`config.mk`:
```
export PLATFORM = sky130hd
export DESIGN_NAME = psw_context_ctrl
export DESIGN_NICKNAME = d
export VERILOG_FILES = /design/src/rtl/psw_context_ctrl.sv
export SDC_FILE = /design/constraint.sdc
export NUM_CORES = 1
export LEC_CHECK = 0
export ABC_CLOCK_PERIOD_IN_PS = 2250
export CAP_MARGIN = 10
export CELL_PAD_IN_SITES_DETAIL_PLACEMENT = 1
export CELL_PAD_IN_SITES_GLOBAL_PLACEMENT = 1
export CORE_MARGIN = 2
export CORE_UTILIZATION = 46
export DETAILED_ROUTE_END_ITERATION = 10
export GPL_TIMING_DRIVEN = 1
export PLACE_DENSITY_LB_ADDON = 0.25
export SETUP_SLACK_MARGIN = 0.4
export SYNTH_ARGS = -nofsm -noshare
export SYNTH_HDL_FRONTEND = slang
export SYNTH_SLANG_ARGS = --single-unit
```
`constraint.sdc`:
```
create_clock -name clk -period 2.25 [get_ports clk]
set_input_delay 0.225 -clock clk [delete_from_list [all_inputs] [get_ports clk]]
set_output_delay 0.225 -clock clk [all_outputs]
set_load 0.05 [all_outputs]
```
`src/rtl/psw_context_ctrl.sv`:
```
// psw_context_ctrl: saves/restores the PSW over the W bus into a small LIFO of contexts.
module psw_context_ctrl #(
    parameter int WIDTH = 16,
    parameter int DEPTH = 4,
    localparam int DW = $clog2(DEPTH) + 1,
    localparam int AW = (DW > 1) ? DW - 1 : 1
) (
    input  logic             clk,
    input  logic             reset,
    input  logic             save_req,
    input  logic             restore_req,
    input  logic [WIDTH-1:0] bus_in,
    output logic [WIDTH-1:0] bus_out,
    output logic             bus_drive,
    output logic             psw_enable,
    output logic             psw_latch,
    output logic             busy,
    output logic             done,
    output logic [DW-1:0]    depth,
    output logic             ovf_err,
    output logic             unf_err,
    input  logic             err_clr
);
    typedef enum logic [1:0] {IDLE, SAVE_RD, RST_WR, DONE} state_t;
    localparam logic [DW-1:0] FULL = DW'(DEPTH);
    state_t state;
    logic [WIDTH-1:0] stack [DEPTH];
    logic [AW-1:0] wr_idx, rd_idx;
    logic full, empty, idle, ovf_set, unf_set;
    assign wr_idx  = AW'(depth);
    assign rd_idx  = wr_idx - AW'(1);
    assign full    = depth == FULL;
    assign empty   = depth == '0;
    assign idle    = state == IDLE;
    // A full save that also carries a restore is redirected, so it is not an overflow.
    assign ovf_set = idle && save_req && full && !restore_req;
    assign unf_set = idle && !save_req && restore_req && empty;
    always_ff @(posedge clk) begin
        if (state == SAVE_RD)
            stack[wr_idx] <= bus_in;
    end
    always_ff @(posedge clk or negedge reset) begin
        if (!reset) begin
            state      <= IDLE;
            depth      <= '0;
            busy       <= 1'b0;
            done       <= 1'b0;
            psw_enable <= 1'b0;
            psw_latch  <= 1'b0;
            bus_drive  <= 1'b0;
            bus_out    <= '0;
            ovf_err    <= 1'b0;
            unf_err    <= 1'b0;
        end else begin
            ovf_err <= ovf_set || (ovf_err && !err_clr);
            unf_err <= unf_set || (unf_err && !err_clr);
            unique case (state)
                IDLE: begin
                    if (save_req && !full) begin
                        state      <= SAVE_RD;
                        busy       <= 1'b1;
                        psw_enable <= 1'b1;
                    end else if (restore_req && !empty) begin
                        state     <= RST_WR;
                        busy      <= 1'b1;
                        psw_latch <= 1'b1;
                        bus_drive <= 1'b1;
                        bus_out   <= stack[rd_idx];
                    end
                end
                SAVE_RD: begin
                    state      <= DONE;
                    psw_enable <= 1'b0;
                    depth      <= depth + DW'(1);
                    done       <= 1'b1;
                end
                RST_WR: begin
                    state     <= DONE;
                    psw_latch <= 1'b0;
                    bus_drive <= 1'b0;
                    bus_out   <= '0;
                    depth     <= depth - DW'(1);
                    done      <= 1'b1;
                end
                DONE: begin
                    state <= IDLE;
                    busy  <= 1'b0;
                    done  <= 1'b0;
                end
                default: state <= IDLE;
            endcase
        end
    end
endmodule

```
After elaboration in Yosys (flattened, before gate mapping)
Memory sizes are Yosys's and may differ from the RTL's. Index checks and enable logic that the tools add are counted.

Add/sub/neg operators: 3. Equality and inequality tests: 8. Mux-type cells: 17. Reduce and logical (&&, ||, !) cells: 28.

Operator list (count): 2-to-1 mux 16 bit (2); case mux 16 bit (2 select lines) (1); logical AND 1 bit (10); nonzero test 2 bit (5); case mux 1 bit (2 select lines) (4); 2-to-1 mux 1 bit (6); case mux 2 bit (3 select lines) (1); case mux 3 bit (2 select lines) (1); logical NOT 1 bit (5); == test 2 bit, second input constant (2); 2-to-1 mux 2 bit (2); inequality test 2 x 1 -> 1 bit, second input constant (2); AND reduction 2 bit (2); adder 3 x 1 -> 3 bit, second input constant (1); == test 3 bit, second input constant (1); logical NOT 3 bit (1); inequality test 3 x 1 -> 1 bit, second input constant (1); AND reduction 3 bit (1); subtractor 3 x 1 -> 3 bit, second input constant (1); == test 2 x 1 -> 1 bit, second input constant (1); logical NOT 2 bit (1); logical OR 1 bit (2); inequality test 2 bit, second input constant (1); OR reduction 2 bit (1); subtractor 2 x 1 -> 2 bit, second input constant (1).

Register bits: 27. Bits in writable memories: 64. Bits of input ports: 21. Word-level logic and storage cells: 66. Memories kept: 1.

Memories: stack (depth 4, width 16, rd ports 1, clocked after memory_dff 0, write ports 1, RTL line 27) `logic [WIDTH-1:0] stack [DEPTH];`.

Logic depth before layout (Yosys ltp)
Gate-level depths: netlist of run 1.

Depth in word-level cells: 6. Depth in mapped cells: 7. Mapped depth without buffers: 7.

Worst setup path before layout of run 1
Ideal clock, no wire load.

Path kind: register to register. Start: register depth[0]. End: register bus_out[0]. Arrival time: 2.310 ns. Path slack: -0.185 ns. Stages on the path, launching flop included: 7. Path through: dfrtp_1 inv_1 ha_1 nor2b_2 o32ai_4 buf_12 mux2_4.

Word-level cells in the longest chain between the ends: 5.

Ends and longest elaborated chain: from (decl) (RTL line 19) `output logic [DW-1:0] depth,`; from (signal assigned) (RTL line 74) `depth <= depth + DW'(1);`; from (signal assigned) (RTL line 82) `depth <= depth - DW'(1);`; subtractor 2 x 1 -> 2 bit (RTL line 31) `assign rd_idx = wr_idx - AW'(1);`; named net rd_idx[0] (RTL line 28) `logic [AW-1:0] wr_idx, rd_idx;`; memory read (4 x 16 bit); 2-to-1 mux 16 bit (RTL line 63) `end else if (restore_req && !empty) begin`; 2-to-1 mux 16 bit (RTL line 59) `if (save_req && !full) begin`; case mux 16 bit (2 select lines) (RTL line 57) `unique case (state)`; to (signal assigned) (RTL line 68) `bus_out <= stack[rd_idx];`; to (decl) (RTL line 13) `output logic [WIDTH-1:0] bus_out,`.

The timed path passes the listed nets, and every way through them passes these cells. The select of a mux whose other input is x is not followed. A chain may end at the register's enable or synchronous reset.

Worst setup path in the final report of run 1
Start: register depth[0]. End: register bus_out[15].

Same word-level chain as after synthesis.

==> results of run 1 <==
==> registers in the layout, indices dropped and copies added (netlist names) <==
| signal | count |
|---|---|
| bus_out | 16 |
| busy | 1 |
| depth | 3 |
| done | 1 |
| ovf_err | 1 |
| psw_enable | 1 |
| psw_latch | 1 |
| stack | 64 |
| state | 2 |
| unf_err | 1 |
==> layer usage <==
| metal | GRT usage [%] | share of wire (%) |
|---|---|---|
| met1 | 22.3 | 42 |
| met2 | 32.9 | 53 |
| met3 | 4.07 | 4.3 |
| met4 | 6.28 | 0.94 |
| met5 | 0 | 0 |
==> through the flow <==
stage | utilization [%] | setup WS [ns] | hold slack, ns
2_1_floorplan | - | 0.277 | -0.0706
3_3_place_gp | 56.9 | 0.323 | 0.473
3_5_place_dp | 56.9 | 0.229 | 0.479
4_1_cts | 60.4 | 0.360 | 0.262
5_1_grt | 61.5 | 0.375 | 0.282
6_report | 61.5 | 0.445 | 0.258
==> final timing paths <==
check                              end  slack [ns]      from
min                               done        0.26     reset
min reg2reg                       done        0.50      done
max                        bus_out[15]        0.44  depth[0]
min in group clk               unf_err        0.48   err_clr
max in group asynchronous     depth[1]        1.69     reset
max reg2reg                bus_out[15]        0.44  depth[0]
==> area by class of cell <==
| cell class | instances | area, µm² |
|---|---|---|
| Fill cell | 712 | 3010 |
| Sequential cell | 91 | 2600 |
| Multi-Input combinational cell | 112 | 1100 |
| Timing Repair Buffer | 68 | 696 |
| Clock buffer | 10 | 138 |
| Tap cell | 102 | 128 |
| Clock inverter | 6 | 96.3 |
| Inverter | 9 | 38.8 |
==> synth_stat cells <==
library cell	count
sky130_fd_sc_hd__o22ai_1	18
sky130_fd_sc_hd__nand3b_1	1
sky130_fd_sc_hd__buf_4	1
sky130_fd_sc_hd__nor2_1	3
sky130_fd_sc_hd__o21ai_0	1
sky130_fd_sc_hd__xor2_1	1
sky130_fd_sc_hd__mux2i_1	37
sky130_fd_sc_hd__o2bb2ai_1	1
sky130_fd_sc_hd__o32ai_4	1
sky130_fd_sc_hd__nor2b_1	1
sky130_fd_sc_hd__edfxtp_1	64
sky130_fd_sc_hd__xnor2_1	2
sky130_fd_sc_hd__a311oi_1	1
sky130_fd_sc_hd__nand2_2	1
sky130_fd_sc_hd__nor3b_1	1
sky130_fd_sc_hd__a31oi_1	1
sky130_fd_sc_hd__nor2b_2	1
sky130_fd_sc_hd__a21boi_0	1
sky130_fd_sc_hd__mux2_4	10
sky130_fd_sc_hd__nand2b_1	1
sky130_fd_sc_hd__clkbuf_1	4
sky130_fd_sc_hd__fa_1	1
sky130_fd_sc_hd__ha_1	9
sky130_fd_sc_hd__dfrtp_1	27
sky130_fd_sc_hd__inv_1	9
sky130_fd_sc_hd__buf_12	1
sky130_fd_sc_hd__mux2_2	8
sky130_fd_sc_hd__a21oi_1	2
sky130_fd_sc_hd__and2_1	4
sky130_fd_sc_hd__or2_2	1
sky130_fd_sc_hd__nand2_1	4
sky130_fd_sc_hd__buf_2	5
==> cells by family (layout without fill, tap and decap cells) <==
family,Yosys count,after routing,share of synthesized area (%)
xor+xnor,3,3,0.700
compound gates,26,26,4.97
fa+ha+maj,10,10,3.53
mux,55,55,16.3
simple gates,18,18,2.67
flops,91,91,69.2
buf+inv,20,93,2.70
==> power by group through the flow <==
stage          logic [mW]  registers (mW)  clock network (mW)
2_1_floorplan        2.23            3.12                   0
3_3_place_gp         3.74            2.49                   0
3_5_place_dp         3.84            2.51                   0
4_1_cts              4.00            2.48                1.30
5_1_grt              4.41            2.50                1.35
6_report             4.13            2.46                1.26
==> repair_timing <==
action                     4_1_cts  5_1_grt
pin swaps                        1        3
setup endpoints to repair       19       33
resized for setup                7        9
gates cloned                     0        1
hold buffers                     0        0
buffers inserted                 3        7
==> metrics.log, run 1 <==
[metrics] status: finished, final reports clean
[metrics] pin count of the biggest net entering global routing: 28
[metrics] unrepaired setup endpoints after global routing: true
[metrics] DRT antenna net count: 0
[metrics] ordered cell list for the critical path: inv_4 > ha_4 > nor2b_4 > o32ai_4 > buf_6 > mux2_2
[metrics] type of origin of the critical path: flip-flop
[metrics] max-cap viol count: 0
[metrics] detailed-route via count: roughly 2100
[metrics] slowest cell on the critical path: sky130_fd_sc_hd__dfrtp_2
[metrics] clock tree buffer depth: 2
[metrics] number of logic stages on the critical path including buffering: 6
[metrics] total iterations of the first detailed-routing run: 4
[metrics] most common cell after layout, fill and taps aside: sky130_fd_sc_hd__edfxtp_1
[metrics] Critical Path Sink Type: flip-flop
[metrics] number of antenna violations at the first check in global routing: 0
[metrics] number of sinks handled by clock tree synthesis: between 90 and 100
[metrics] layout cells sized above 1: 24.0%
[metrics] Top Ports: 47
[metrics] Overflow after GRT: 0
[metrics] Mapped Nets: around 250
[metrics] total number of placement rows: 32
[metrics] Largest stage delay, worst path: approximately 0.43 ns
[metrics] core region area: between 7000 and 8000 µm²
[metrics] n_diodes: 0
[metrics] register area share after synthesis: 69.2%
[metrics] total count of hold-check failures in the final report: 0
[metrics] cell taking the most area after synthesis: sky130_fd_sc_hd__edfxtp_1
[metrics] Post-Syn Instances: 223
[metrics] Worst EP arrival: a little over 2 ns
[metrics] combinational group share of total power: between 50% and 60%
[metrics] number of endpoints failing setup at the final stage: 0
[metrics] die span in x: between 90 and 100 µm
[metrics] worst path buffer plus inverter count: 2
[metrics] synthesized area: 3750 µm²
[metrics] net switching fraction of the power: 38.7%
[metrics] Crit Path Max Fanout: 7
[metrics] Die H: around 94 µm
[metrics] dominant delay contributor by cell family on the critical path: flip-flops
[metrics] Leak Pwr: between 1.5 and 2 nW
[metrics] power density over the cells: between 1500 and 2000 nW/µm²
[metrics] clock slew at reported path FFs: approximately 0.09 ns
[metrics] WP data required: about 2.5 ns
[metrics] setup TNS: 0 ns
[metrics] Tot GR Track Use: a little under a fifth
[metrics] area fraction of the dominant cell type after synthesis: between 50 and 60%
[metrics] input/output buffers: 46
[metrics] Final Wtd Congestion: ~0.7
[metrics] remaining routing DRC violations: 0
[metrics] number of buffers created by CTS: 9
[metrics] final total power: roughly 7.9 mW
[metrics] main area contributors after synthesis: sky130_fd_sc_hd__edfxtp_1 (51%), sky130_fd_sc_hd__dfrtp_1 (18%), sky130_fd_sc_hd__mux2i_1 (9.9%)
[metrics] clock skew: approximately 0.012 ns
[metrics] most frequent cells in the layout: sky130_fd_sc_hd__edfxtp_1 (64), sky130_fd_sc_hd__clkdlybuf4s50_1 (43), sky130_fd_sc_hd__mux2i_1 (37)
[metrics] wire length of the first global-routing pass: 12000 µm
[metrics] buffer cell driving the clock tree root: sky130_fd_sc_hd__clkbuf_8
[metrics] # placed instances: between 300 and 400
[metrics] Worst-Skew Late Latency: ~0.35 ns
[metrics] Avg Cell Area, Syn: between 15 and 20 µm²
[metrics] WL final: 7690 µm
[metrics] final cell count without fillers: 398
[metrics] critical path start-end classification: reg2reg
[metrics] register bit count reported by yosys: approximately 90
[metrics] Switching Power: approximately 3.0 mW
[metrics] number of library cell types mapped by synthesis: 32
[metrics] share of the clock period used by the worst path: between 80% and 90%
[metrics] count of cells along the worst register-to-register path: 6
[metrics] normalized max-slew margin: a little under two thirds
[metrics] average detailed-routed wire length per instance: ~19 µm
[metrics] DRT iter0 DRCs: 84
[metrics] Placed Area: ~4400 µm²
[metrics] via count of the first global-routing pass: approximately 2300
[metrics] clock tree from TritonCTS: yes
[metrics] Post-DP HPWL: between 4000 and 5000 µm
[metrics] register share of total power: 31.3%
[metrics] fraction of power consumed by the clock network: between 15 and 20%
[metrics] mean number of vias per cell: about 5.3
[metrics] number of H-tree branching levels: 3
[metrics] overall die area: between 8000 and 9000 µm²
[metrics] class of the tightest hold or removal check: in2async
[metrics] number of nets at the end of the flow: approximately 320
[metrics] layout overhead on the synthesized area: 27.8%
[metrics] final number of max-transition violations: 0
[metrics] final std cell area, no fill: approximately 4800 µm²
[metrics] transition time at the pin with the least slew margin: between 0.5 and 0.6 ns
[metrics] final worst path period need: approximately 1.8 ns
[metrics] highest attainable clock frequency: approximately 550 MHz
[metrics] warning count from the yosys run: 0
[metrics] Internal Power: 4.81 mW
[metrics] Initial Util: 48.1%
[metrics] IR Drop Worst-Case VDD: between 0.0006 and 0.0007 V
Note: power is estimated with default switching activity, not from simulation.
==> inputs of run 2 (changes only) <==
ABC_CLOCK_PERIOD_IN_PS = 1400   (was 2250)
CORE_UTILIZATION = 42   (was 46)
clock period = 1.4 ns   (was 2.25 ns; I/O delays follow)
==> run 2 against run 1 <==
  * The flow now finishes with violations (negative setup slack)
  * Critical path depth is the same
  * Die area grew 9.1%
  * Via count grew 11%
  * Core utilization grew 3.5 points
  * Power grew 91%
  * Sequential share of layout area shrank 8.1 points
  * Setup slack lost 0.82 ns
  * Hold slack lost 0.095 ns
  * Clock power grew 26%
  * Combinational power grew 130%
  * Highest routed layer unchanged
==> metrics.log, run 2 (synthesis gave the netlist of run 1 again) <==
[metrics] layout cells sized above 1: a little under half
[metrics] n_diodes: 0
[metrics] Worst-Skew Late Latency: ~0.36 ns
[metrics] pin count of the biggest net entering global routing: 28
[metrics] clock tree from TritonCTS: yes
[metrics] class of the tightest hold or removal check: in2async
[metrics] mean number of vias per cell: around 5.2
[metrics] met3 Track Usage GR: approximately 2.6%
[metrics] Worst EP arrival: 2.01 ns
[metrics] transition time at the pin with the least slew margin: around 0.38 ns
[metrics] Die H: around 99 µm
[metrics] number of buffers created by CTS: 9
[metrics] net switching fraction of the power: about two fifths
[metrics] final worst path period need: 1.78 ns
[metrics] met1 Use GR: 22.8%
[metrics] worst-case setup margin in the final layout: -0.378 ns
[metrics] number of endpoints failing setup at the final stage: 89
[metrics] unrepaired setup endpoints after global routing: true
[metrics] WL final: roughly 9000 µm
[metrics] detailed-route via count: 2329
[metrics] Switching Power: around 5.7 mW
[metrics] number of nets at the end of the flow: 366
[metrics] flip-flop count of the largest register, all copies and words added: 64
[metrics] register share of total power: between 20% and 30%
[metrics] power density over the cells: between 2000 and 3000 nW/µm²
[metrics] WP data required: around 1.6 ns
[metrics] via count of the first global-routing pass: 2541
[metrics] normalized max-slew margin: between 70% and 80%
[metrics] most frequent cells in the layout: sky130_fd_sc_hd__edfxtp_1 (64), sky130_fd_sc_hd__mux2i_1 (37), sky130_fd_sc_hd__buf_4 (37)
[metrics] setup TNS: -11.98 ns
[metrics] core region area: 8680 µm²
[metrics] wire length of the first global-routing pass: around 14000 µm
[metrics] fraction of power consumed by the clock network: 10.6%
[metrics] clock slew at reported path FFs: ~0.09 ns
[metrics] Final Wtd Congestion: 0.725
[metrics] layout overhead on the synthesized area: 50.2%
[metrics] input/output buffers: 46
[metrics] max-cap viol count: 0
[metrics] share of the clock period used by the worst path: 127%
[metrics] number of H-tree branching levels: 3
[metrics] number of antenna violations at the first check in global routing: 0
[metrics] critical path start-end classification: reg2reg
[metrics] Top Ports: 47
[metrics] overall die area: ~10000 µm²
[metrics] Tot GR Track Use: roughly a fifth
[metrics] Reg with most FFs: stack
[metrics] DRT antenna net count: 0
[metrics] combinational group share of total power: slightly above 60%
[metrics] IR Drop Worst-Case VDD: roughly 0.0016 V
[metrics] Initial Util: between 40% and 50%
[metrics] total count of hold-check failures in the final report: 0
[metrics] most common cell after layout, fill and taps aside: sky130_fd_sc_hd__edfxtp_1
[metrics] total iterations of the first detailed-routing run: 4
[metrics] Overflow after GRT: 0
[metrics] layer carrying the most global-route usage: met2
[metrics] remaining routing DRC violations: 0
[metrics] clock skew: roughly 0.014 ns
[metrics] Internal Power: 9.27 mW
[metrics] Leak Pwr: ~2.3 nW
[metrics] final total power: 15.0 mW
[metrics] final number of max-transition violations: 0
[metrics] Critical Path Sink Type: flip-flop
[metrics] largest registers in the final layout: stack (64), bus_out (16), depth (3)
[metrics] clock tree buffer depth: 2
[metrics] Post-DP HPWL: 5360 µm
[metrics] number of sinks handled by clock tree synthesis: 91
[metrics] highest attainable clock frequency: approximately 560 MHz
[metrics] status: finished, violations left
[metrics] type of origin of the critical path: flip-flop
[metrics] average detailed-routed wire length per instance: 20.3 µm
[metrics] slack of the worst reg-to-reg path: -0.38 ns
[metrics] violated checks: negative setup slack
[metrics] die span in x: 98.6 µm
[metrics] total number of placement rows: 34
[metrics] buffer cell driving the clock tree root: sky130_fd_sc_hd__clkbuf_8
[metrics] met2 GRT Util: a little over a third
[metrics] Crit Path Max Fanout: 7
[metrics] DRT iter0 DRCs: 81
-- run 2: cell count changes in the layout (fill, tap and decap cells not counted), sizes merged --
cell           delta
buf              +70
bufinv            -2
clkdlybuf4s50    -23
clkinvlp          +2
dlygate4sd2       -2
dlymetal6s2s      -1
inv               -1
clkbuf            +1
-- run 2: final timing paths --
path | cells past startpoint | startpoint | to
max reg2reg | 6 | state[0] | bus_out[11]
min reg2reg | 2 | ovf_err | ovf_err
max in group asynchronous | 2 | reset | psw_latch
min | 2 | reset | done
min in group clk | 2 | err_clr | unf_err
max | 6 | state[0] | bus_out[11]
-- run 2: metal layers --
metal | part of all wire [%] | wire [µm] | up-vias
li1 | - | - | 1061
met1 | 41 | 3740 | 1204
met2 | 54 | 4940 | 52
met3 | 3.1 | 283 | 12
met4 | 1.5 | 132 | 0
met5 | 0 | 0 | -
-- run 2: area by class of cell --
type                    instances  area (µm²)
clock buffers                  11         131
clock inverters                 5        40.0
fillers                       763        3040
inverters                       9        38.8
multi-input cells             112        1280
flip-flops and latches         91        2600
well taps                     108         135
repair buffers                112        1420
-- run 2: timing repair --
action / CTS / global route
pin swaps: 15 / 10
setup buffers: 22 / 10
resized for setup: 46 / 14
hold buffers: 0 / 0
gates cloned: 2 / 0
endpoints found under the setup margin: 117 / 117
-- run 2: power by group through the flow --
stage | sequential, mW | clock (mW) | combinational [mW]
2_1_floorplan | 5.03 | 0 | 3.74
3_3_place_gp | 4.11 | 0 | 7.45
3_5_place_dp | 4.14 | 0 | 7.67
4_1_cts | 4.07 | 1.61 | 8.77
5_1_grt | 4.15 | 1.77 | 9.78
6_report | 4.08 | 1.59 | 9.31
-- run 2: per-stage QoR --
| step | instances | hold WS, ns | worst slack, ns | util [%] | area, µm² |
|---|---|---|---|---|---|
| after detailed placement | 398 | 0.527 | -0.469 | 56.9 | 4940 |
| final | 448 | 0.162 | -0.378 | 65.0 | 5640 |
| after floorplan | 223 | -0.156 | -0.562 | - | 3860 |
| after global placement | 398 | 0.524 | -0.416 | 56.9 | 4940 |
| after CTS | 438 | 0.176 | -0.336 | 63.4 | 5500 |
| after global routing | 448 | 0.181 | -0.432 | 65.0 | 5640 |
-- run 2: worst max-delay path: stages, from the launching register on --
cell and delay, ns:
sky130_fd_sc_hd__dfrtp_1 0.41, sky130_fd_sc_hd__inv_2 0.13, sky130_fd_sc_hd__ha_4 0.19, sky130_fd_sc_hd__nand2_2 0.07, sky130_fd_sc_hd__o32ai_4 0.32, sky130_fd_sc_hd__buf_6 0.22
sky130_fd_sc_hd__mux2_4 0.31
